File: src/rtl/bit_serializer.sv
// -----------------------------------------------------------------------------
// bit_serializer
//   Takes parallel words over a valid/ready handshake and shifts them out one
//   bit per clock. A single holding register lets the next word queue up while
//   the current one is still shifting, so back-to-back words leave no idle
//   cycle on the serial side.
//
// Parameters
//   WIDTH      bits per word (>= 1)
//   MSB_FIRST  1: in_data[WIDTH-1] leaves first, 0: in_data[0] leaves first
//   IDLE_BIT   level on out_bit whenever no payload bit is being sent
//
// Ports
//   clk        in   rising-edge clock
//   reset      in   asynchronous active-low reset
//   in_data    in   word to serialize, captured on an accepted handshake
//   in_valid   in   upstream offers in_data
//   in_ready   out  a word can be taken this cycle (registers only)
//   out_bit    out  serial bit stream
//   out_valid  out  out_bit carries a payload bit this cycle
//   word_done  out  last bit of a word is on out_bit this cycle
//   busy       out  shifter or holding register occupied
// -----------------------------------------------------------------------------
module bit_serializer #(
  parameter int WIDTH     = 10,
  parameter bit MSB_FIRST = 1'b1,
  parameter bit IDLE_BIT  = 1'b0
) (
  input  logic             clk,
  input  logic             reset,
  input  logic [WIDTH-1:0] in_data,
  input  logic             in_valid,
  output logic             in_ready,
  output logic             out_bit,
  output logic             out_valid,
  output logic             word_done,
  output logic             busy
);

  localparam int              CNT_W    = (WIDTH > 1) ? $clog2(WIDTH) : 1;
  localparam logic [CNT_W-1:0] LAST_CNT = CNT_W'(WIDTH - 1);
  localparam logic [CNT_W-1:0] CNT_ONE  = CNT_W'(1);

  typedef enum logic [0:0] {
    S_IDLE  = 1'b0,
    S_SHIFT = 1'b1
  } state_t;

  // Bit of a word that goes out first, given the configured bit order.
  function automatic logic head_bit(input logic [WIDTH-1:0] word);
    if (MSB_FIRST) begin
      head_bit = word[WIDTH-1];
    end else begin
      head_bit = word[0];
    end
  endfunction

  // Word after its leading bit has been consumed.
  function automatic logic [WIDTH-1:0] advance(input logic [WIDTH-1:0] word);
    if (MSB_FIRST) begin
      advance = word << 1'b1;
    end else begin
      advance = word >> 1'b1;
    end
  endfunction

  state_t             r_state;
  logic [WIDTH-1:0]   r_shreg;
  logic [CNT_W-1:0]   r_bitcnt;
  logic [WIDTH-1:0]   r_hold;
  logic               r_hold_full;
  logic               r_in_ready;
  logic               r_out_bit;
  logic               r_out_valid;
  logic               r_word_done;
  logic               r_busy;

  state_t             w_state_nxt;
  logic [WIDTH-1:0]   w_shreg_nxt;
  logic [CNT_W-1:0]   w_bitcnt_nxt;
  logic [WIDTH-1:0]   w_hold_nxt;
  logic               w_hold_full_nxt;
  logic               w_accept;
  logic               w_last;

  // in_ready comes from a flop, so the handshake has no in_valid -> in_ready path.
  assign w_accept = in_valid && r_in_ready;
  assign w_last   = (r_bitcnt == LAST_CNT);

  // Next-state logic: word loading, shifting, hand-over from the holding register.
  always_comb begin
    w_state_nxt     = r_state;
    w_shreg_nxt     = r_shreg;
    w_bitcnt_nxt    = r_bitcnt;
    w_hold_nxt      = r_hold;
    w_hold_full_nxt = r_hold_full;
    case (r_state)
      S_IDLE: begin
        if (w_accept) begin
          w_shreg_nxt  = in_data;
          w_bitcnt_nxt = '0;
          w_state_nxt  = S_SHIFT;
        end else begin
          w_state_nxt  = S_IDLE;
        end
      end
      S_SHIFT: begin
        if (w_last) begin
          if (r_hold_full) begin
            // Held word takes over; a same-edge accept refills the hold slot.
            w_shreg_nxt  = r_hold;
            w_bitcnt_nxt = '0;
            if (w_accept) begin
              w_hold_nxt      = in_data;
              w_hold_full_nxt = 1'b1;
            end else begin
              w_hold_full_nxt = 1'b0;
            end
          end else if (w_accept) begin
            // Nothing held: a word arriving on the closing edge goes straight in.
            w_shreg_nxt  = in_data;
            w_bitcnt_nxt = '0;
          end else begin
            w_state_nxt  = S_IDLE;
          end
        end else begin
          w_shreg_nxt  = advance(r_shreg);
          w_bitcnt_nxt = r_bitcnt + CNT_ONE;
          if (w_accept) begin
            w_hold_nxt      = in_data;
            w_hold_full_nxt = 1'b1;
          end else begin
            w_hold_full_nxt = r_hold_full;
          end
        end
      end
      default: begin
        w_state_nxt     = S_IDLE;
        w_hold_full_nxt = 1'b0;
      end
    endcase
  end

  // State, datapath and output registers; outputs are computed from next state.
  always_ff @(posedge clk or negedge reset) begin
    if (!reset) begin
      r_state     <= S_IDLE;
      r_shreg     <= '0;
      r_bitcnt    <= '0;
      r_hold      <= '0;
      r_hold_full <= 1'b0;
      r_in_ready  <= 1'b0;
      r_out_bit   <= IDLE_BIT;
      r_out_valid <= 1'b0;
      r_word_done <= 1'b0;
      r_busy      <= 1'b0;
    end else begin
      r_state     <= w_state_nxt;
      r_shreg     <= w_shreg_nxt;
      r_bitcnt    <= w_bitcnt_nxt;
      r_hold      <= w_hold_nxt;
      r_hold_full <= w_hold_full_nxt;
      r_in_ready  <= !w_hold_full_nxt;
      r_out_valid <= (w_state_nxt == S_SHIFT);
      r_out_bit   <= (w_state_nxt == S_SHIFT) ? head_bit(w_shreg_nxt) : IDLE_BIT;
      r_word_done <= (w_state_nxt == S_SHIFT) && (w_bitcnt_nxt == LAST_CNT);
      r_busy      <= (w_state_nxt == S_SHIFT) || w_hold_full_nxt;
    end
  end

  assign in_ready  = r_in_ready;
  assign out_bit   = r_out_bit;
  assign out_valid = r_out_valid;
  assign word_done = r_word_done;
  assign busy      = r_busy;

endmodule

File: config.mk
export PLATFORM = sky130hd
export DESIGN_NAME = bit_serializer
export DESIGN_NICKNAME = d
export VERILOG_FILES = /design/src/rtl/bit_serializer.sv
export SDC_FILE = /design/constraint.sdc
export NUM_CORES = 1
export LEC_CHECK = 0
export BUFFER_PORTS_ARGS = -buffer_cell sky130_fd_sc_hd__buf_4
export CAP_MARGIN = 40
export CORE_MARGIN = 2
export CORE_UTILIZATION = 50
export CTS_CLUSTER_SIZE = 16
export DETAILED_ROUTE_END_ITERATION = 6
export GPL_TIMING_DRIVEN = 0
export PLACE_DENSITY = 0.7
export SYNTH_ARGS = -nofsm -noshare
export SYNTH_HDL_FRONTEND = slang
export SYNTH_SLANG_ARGS = --single-unit
File: constraint.sdc
create_clock -name clk -period 2.3 [get_ports clk]
set_input_delay 0.23 -clock clk [delete_from_list [all_inputs] [get_ports clk]]
set_output_delay 0.23 -clock clk [all_outputs]
set_load 0.02 [all_outputs]
After elaboration in Yosys (flattened, before gate mapping)
Index checks and enable logic that the tools add are counted.
- input port bits: 13
- output and inout bits: 5
- flip-flop bits (word level): 30
- logic and storage cells: 39
- reduce and logical (&&, ||, !) cells: 5
- bitwise operators: 1
- eq/ne operators: 3
- multiplexer cells: 20
- add/sub/neg operators: 1
- operators with widths (operator ; number):
    10-bit two-way mux ; 6
    10-bit one-hot mux with 2 select lines ; 1
    4-bit two-way mux ; 3
    4-bit == test (second input constant) ; 2
    1-bit two-way mux ; 8
    4-bit one-hot mux with 2 select lines ; 1
    4-bit by 1-bit adder with 4-bit output (second input constant) ; 1
    1-bit logical AND ; 2
    2-bit != test (second input constant) ; 1
    1-bit one-hot mux with 2 select lines ; 1
    2-bit AND reduction ; 1
    1-bit zero test ; 1
    1-bit logical OR ; 1
    1-bit NOT ; 1

Logic depth before layout (Yosys ltp)
- word-level depth: 7
- gate-level depth with buffers: 6
- mapped depth without buffers: 5

Least setup slack after synthesis
Ideal clock, no wire load.
- kind: register -> register
- start: reg r_bitcnt[0]
- end: reg r_hold[0]
- path buffers: 1
- arrival: 1.622 ns
- required time: 2.175 ns
- setup slack: 0.552 ns
- library setup time: 0.125 ns
- cell stages (with the launch flop): 6
- clock period less this slack: 1.748 ns
- path through: dfrtp_1 -> ha_1 -> nor4bb_4 -> or3_1 -> buf_6 -> mux2_4
- word-level cells in the longest chain between the ends: 3
- RTL lines (element ; RTL line ; text):
    start, declared ; 69 ; logic [CNT_W-1:0] r_bitcnt;
    start signal, assigned ; 160 ; r_bitcnt <= w_bitcnt_nxt;
    4-bit == test * ; 88 ; assign w_last = (r_bitcnt == LAST_CNT);
    2-bit != test (no line) ; n/a ;
    2-bit AND reduction (no line) ; n/a ;
    end signal, assigned ; 161 ; r_hold <= w_hold_nxt;
    end, declared ; 70 ; logic [WIDTH-1:0] r_hold;
Every way passes the cells marked *; elsewhere a longest branch is shown, timed or not.
A chain may end at the register's enable or synchronous reset.

Worst setup path in the final report
- start: reg r_bitcnt[0]
- end: reg r_hold[6]
The elaborated chain is that of the path after synthesis.

==> qor.log <==
INFO  power          irDropWorstVdd=0.746mV
INFO  synth          synthesized_area_per_cell=11.8um^2
INFO  timing         setup_repair_after_global_routing_missed_its_margin=false
INFO  timing         min_period_over_period=80.4%
INFO  worst_setup_path endpoint_arrival_time_on_the_critical_path=2.07ns
INFO  cells_and_area final_core_utilization=61.1%
INFO  worst_setup_path critical_path.startpoint=r_bitcnt[0]$_DFF_PN0_
INFO  power          leakage=0.795nW
INFO  global_route   largest_net_degree_at_the_start_of_global_routing=30
INFO  timing         max_clock_freq=0.541GHz
INFO  global_route   global_route.peak_usage_layer=met2
INFO  timing         clock_skew_after_layout=0.0135ns
INFO  place          io_buffers=17
INFO  status         status=finished clean
INFO  floorplan      initial_core_util=52.6%
INFO  timing         timing.final.max_slew_violations=0
INFO  worst_setup_path worstSetupStartpointType=flop
INFO  power          power.share.sequential=40.8%
INFO  floorplan      die_footprint=3320um^2
INFO  synth          yosys.area.top_type=sky130_fd_sc_hd__dfrtp_1
INFO  timing         worstMarginPinSlew=0.594ns
INFO  global_route   globalRouteOverflowTotal=0
INFO  clock_network  post-cts-setup-buffers=0
INFO  cells_and_area final_cell_count_no_fill=179
INFO  synth          netlist_area=1440um^2
INFO  cells_and_area final_net_count=162
INFO  clock_network  cts_resized=0
INFO  synth          synth-edff-count=0
INFO  routing        detail_route.first_pass.iterations=4
INFO  place          gp_routability_congestion=0.757
INFO  floorplan      io_pins=18
INFO  synth          netlist_top_cells_area=sky130_fd_sc_hd__dfrtp_1 (50%), sky130_fd_sc_hd__mux2_4 (10%), sky130_fd_sc_hd__mux2i_1 (7.0%)
INFO  routing        viasPerCell=5.66
INFO  routing        antenna_viol_nets_final=0
INFO  synth          synth.net_count=137
INFO  synth          netlist_top_cells_count=sky130_fd_sc_hd__dfrtp_1 (29), sky130_fd_sc_hd__inv_1 (11), sky130_fd_sc_hd__mux2_4 (10), sky130_fd_sc_hd__mux2i_1 (10), sky130_fd_sc_hd__nor3_1 (9)
INFO  routing        totalWireLength=2770um
INFO  power          power.switching=0.825mW
INFO  power          power_frac_clock=13.9%
INFO  timing         hold_slack=0.128ns
INFO  power          p_comb_share=45.3%
INFO  floorplan      floorplan.die.width=57.6um
INFO  synth          synth_cells=122
INFO  routing        dr_total_vias=1,014
INFO  cells_and_area drive_gt1_share=29.1%
INFO  worst_setup_path r2r_start=r_bitcnt[0]$_DFF_PN0_
INFO  global_route   track_usage=18.6%
INFO  clock_network  cts_buffers=5
INFO  global_route   grt_util_met2=26.1%
INFO  routing        routed_length_per_instance=15.5um
INFO  synth          synth-async-reset-ratio=100%
INFO  global_route   first_pass_grt_wire_length=4570um
INFO  cells_and_area n_antenna_cell=0
INFO  synth          synth_sequential_area_ratio=50.5%
INFO  power          internal-power=1.36mW
INFO  worst_setup_path ff2ff_setup_slack=0.45ns
INFO  synth          netlist.area_leader.share=50.5%
INFO  power          switching_share=37.7%
INFO  clock_network  cts_htree_levels=2
INFO  cells_and_area area_growth_from_synthesis_to_layout=16.1%
INFO  timing         report.final.hold_viol_count=0
INFO  clock_network  path_clk_slew=0.11ns
INFO  worst_setup_path worst_setup_path_end_kind=flop
INFO  clock_network  max_clock_buf_depth=2
INFO  floorplan      dieHeight=57.6um
INFO  clock_network  clock_insertion_delay_worst_skew=0.33ns
INFO  timing         setup_total_negative_slack=0ns
INFO  power          power.density_cell_area=1310nW/um^2
INFO  synth          synth-main-ff-cell=sky130_fd_sc_hd__dfrtp_1
INFO  timing         setup_violations=0
INFO  routing        drt_iter0_markers=21
INFO  floorplan      core_area=2730um^2
INFO  flow_run       drv_cap=0
INFO  place          place.detailed.hpwl=1880um
INFO  global_route   global_route.usage.met1=26.0%
INFO  synth          synth.lib_cells_used.distinct=30
INFO  global_route   antenna_violations_before_repair=0
INFO  timing         finalWorstPathRequiredPeriod=1.85ns
INFO  clock_network  clock_tree_from_tritoncts=yes
INFO  global_route   groute.layer.met3.usage=6.03%
INFO  cells_and_area design_area=1670um^2
INFO  place          dpl.cell_count=170
INFO  global_route   first_global_vias=973
INFO  worst_setup_path logic_depth_of_the_worst_register_to_register_path=5
INFO  place          placedInstanceArea=1600um^2
INFO  clock_network  cts.sink_count=29
INFO  worst_setup_path crit_end=r_hold[6]$_DFFE_PN0P_
INFO  worst_hold_path min_path_type=in -> reg
INFO  timing         max-slew-margin-rel=60.4%
INFO  worst_setup_path criticalPathCategory=reg -> reg
INFO  worst_setup_path reg2reg_to=r_hold[6]$_DFFE_PN0P_
INFO  worst_setup_path critical_path.max_fanout=10
INFO  synth          flops_latches_synth=29
INFO  routing        detail_route.drc_violations=0
INFO  clock_network  cts.root.buffer_cell=sky130_fd_sc_hd__clkbuf_4
INFO  synth          yosys.cell_count.top_type=sky130_fd_sc_hd__dfrtp_1
INFO  floorplan      fp-row-count=19
INFO  synth          ys.warnings.count=0
INFO  worst_setup_path cp.required=2.52ns
[repair_timing]
item | in CTS | in global routing
hold buffers | 1 | 0
setup endpoints to repair | 0 | 0
endpoints found under the hold margin | 29 | 0
[through the flow]
step           setup slack, ns  power [mW]
6_report                 0.450        2.19
5_1_grt                  0.384        2.35
4_1_cts                  0.451        2.20
3_5_place_dp             0.457        1.89
3_3_place_gp             0.466        1.85
2_1_floorplan            0.552        1.63
[layout by cell type (no fill, tap or decap)]
master                          count
sky130_fd_sc_hd__clkbuf_1           1
sky130_fd_sc_hd__nand2_1            7
sky130_fd_sc_hd__a2111oi_0          1
sky130_fd_sc_hd__mux2_4            10
sky130_fd_sc_hd__nor2_1             1
sky130_fd_sc_hd__inv_1             11
sky130_fd_sc_hd__ha_1               2
sky130_fd_sc_hd__dlygate4sd3_1      1
sky130_fd_sc_hd__and2_1             3
sky130_fd_sc_hd__clkinv_2           2
sky130_fd_sc_hd__and4b_1            1
sky130_fd_sc_hd__o21ai_0            4
sky130_fd_sc_hd__o22ai_1            2
sky130_fd_sc_hd__buf_2              4
sky130_fd_sc_hd__nand3_1            1
sky130_fd_sc_hd__a21boi_0           1
sky130_fd_sc_hd__a31o_2             1
sky130_fd_sc_hd__buf_4             18
sky130_fd_sc_hd__nor3b_1            2
sky130_fd_sc_hd__mux2i_1           10
sky130_fd_sc_hd__nor4bb_4           1
sky130_fd_sc_hd__o211ai_1           1
sky130_fd_sc_hd__a22o_1             1
sky130_fd_sc_hd__buf_6              1
sky130_fd_sc_hd__clkinvlp_4         1
sky130_fd_sc_hd__or3_1              2
sky130_fd_sc_hd__a21oi_1            1
sky130_fd_sc_hd__a221oi_1           8
sky130_fd_sc_hd__a211oi_1           3
sky130_fd_sc_hd__nand3b_1           1
sky130_fd_sc_hd__clkbuf_4           5
sky130_fd_sc_hd__a31oi_1            2
sky130_fd_sc_hd__nor3_1             9
sky130_fd_sc_hd__dfrtp_1           29
[sequential cells by signal, indices dropped and copies added (netlist names)]
signal       cells
word_done        1
out_bit          1
out_valid        1
busy             1
r_hold_full      1
in_ready         1
r_hold          10
r_shreg          9
r_bitcnt         4
[final cells by class]
class / count / area, um^2
inverter: 11 / 41.3
clock inverter: 3 / 17.5
sequential: 29 / 726
clock buffer: 5 / 37.5
multi-input combinational: 75 / 628
timing repair buffer: 18 / 138
fill: 223 / 1060
buffer: 7 / 42.5
tap: 31 / 38.8
[power groups by stage]
stage / Sequential, mW / Clock [mW] / Combinational (mW)
2_1_floorplan: 0.897 / 0 / 0.738
3_3_place_gp: 0.885 / 0 / 0.968
3_5_place_dp: 0.898 / 0 / 0.990
4_1_cts: 0.889 / 0.316 / 0.997
5_1_grt: 0.920 / 0.332 / 1.10
6_report: 0.892 / 0.304 / 0.992
[metal layers]
metal	routed length, um	vias up
li1	-	494
met3	127	4
met4	48	0
met2	1170	20
met1	1420	496
met5	0	-
[how the worst min path moves through the flow]
stage	slack, ns	from	cells past startpoint	end
2_1_floorplan	-0.07	reset	0	busy$_DFF_PN0_
3_3_place_gp	0.17	reset	1	busy$_DFF_PN0_
3_5_place_dp	0.17	reset	1	busy$_DFF_PN0_
4_1_cts	0.11	in_data[2]	2	r_hold[2]$_DFFE_PN0P_
5_1_grt	0.11	in_data[2]	2	r_hold[2]$_DFFE_PN0P_
6_report	0.13	in_data[3]	2	r_hold[3]$_DFFE_PN0P_
[cell families (layout without fill, tap and decap cells)]
family	after synthesis	after routing	share of synthesized area (%)
buffers and inverters	18	44	5.83
flip-flops	29	29	50.5
multiplexers	20	20	17.4
adder cells (fa/ha/maj)	2	2	1.74
AO/OA/AOI/OAI	25	25	12.8
AND/OR/NAND/NOR	28	28	11.7
[critical path: stages (launching register included)]
cell                       delay (ns)
sky130_fd_sc_hd__dfrtp_1         0.45
sky130_fd_sc_hd__ha_1            0.28
sky130_fd_sc_hd__nor4bb_4        0.18
sky130_fd_sc_hd__or3_1           0.36
sky130_fd_sc_hd__buf_6           0.18
sky130_fd_sc_hd__mux2_4          0.30
No activity file was read; power rests on OpenSTA's default activity.
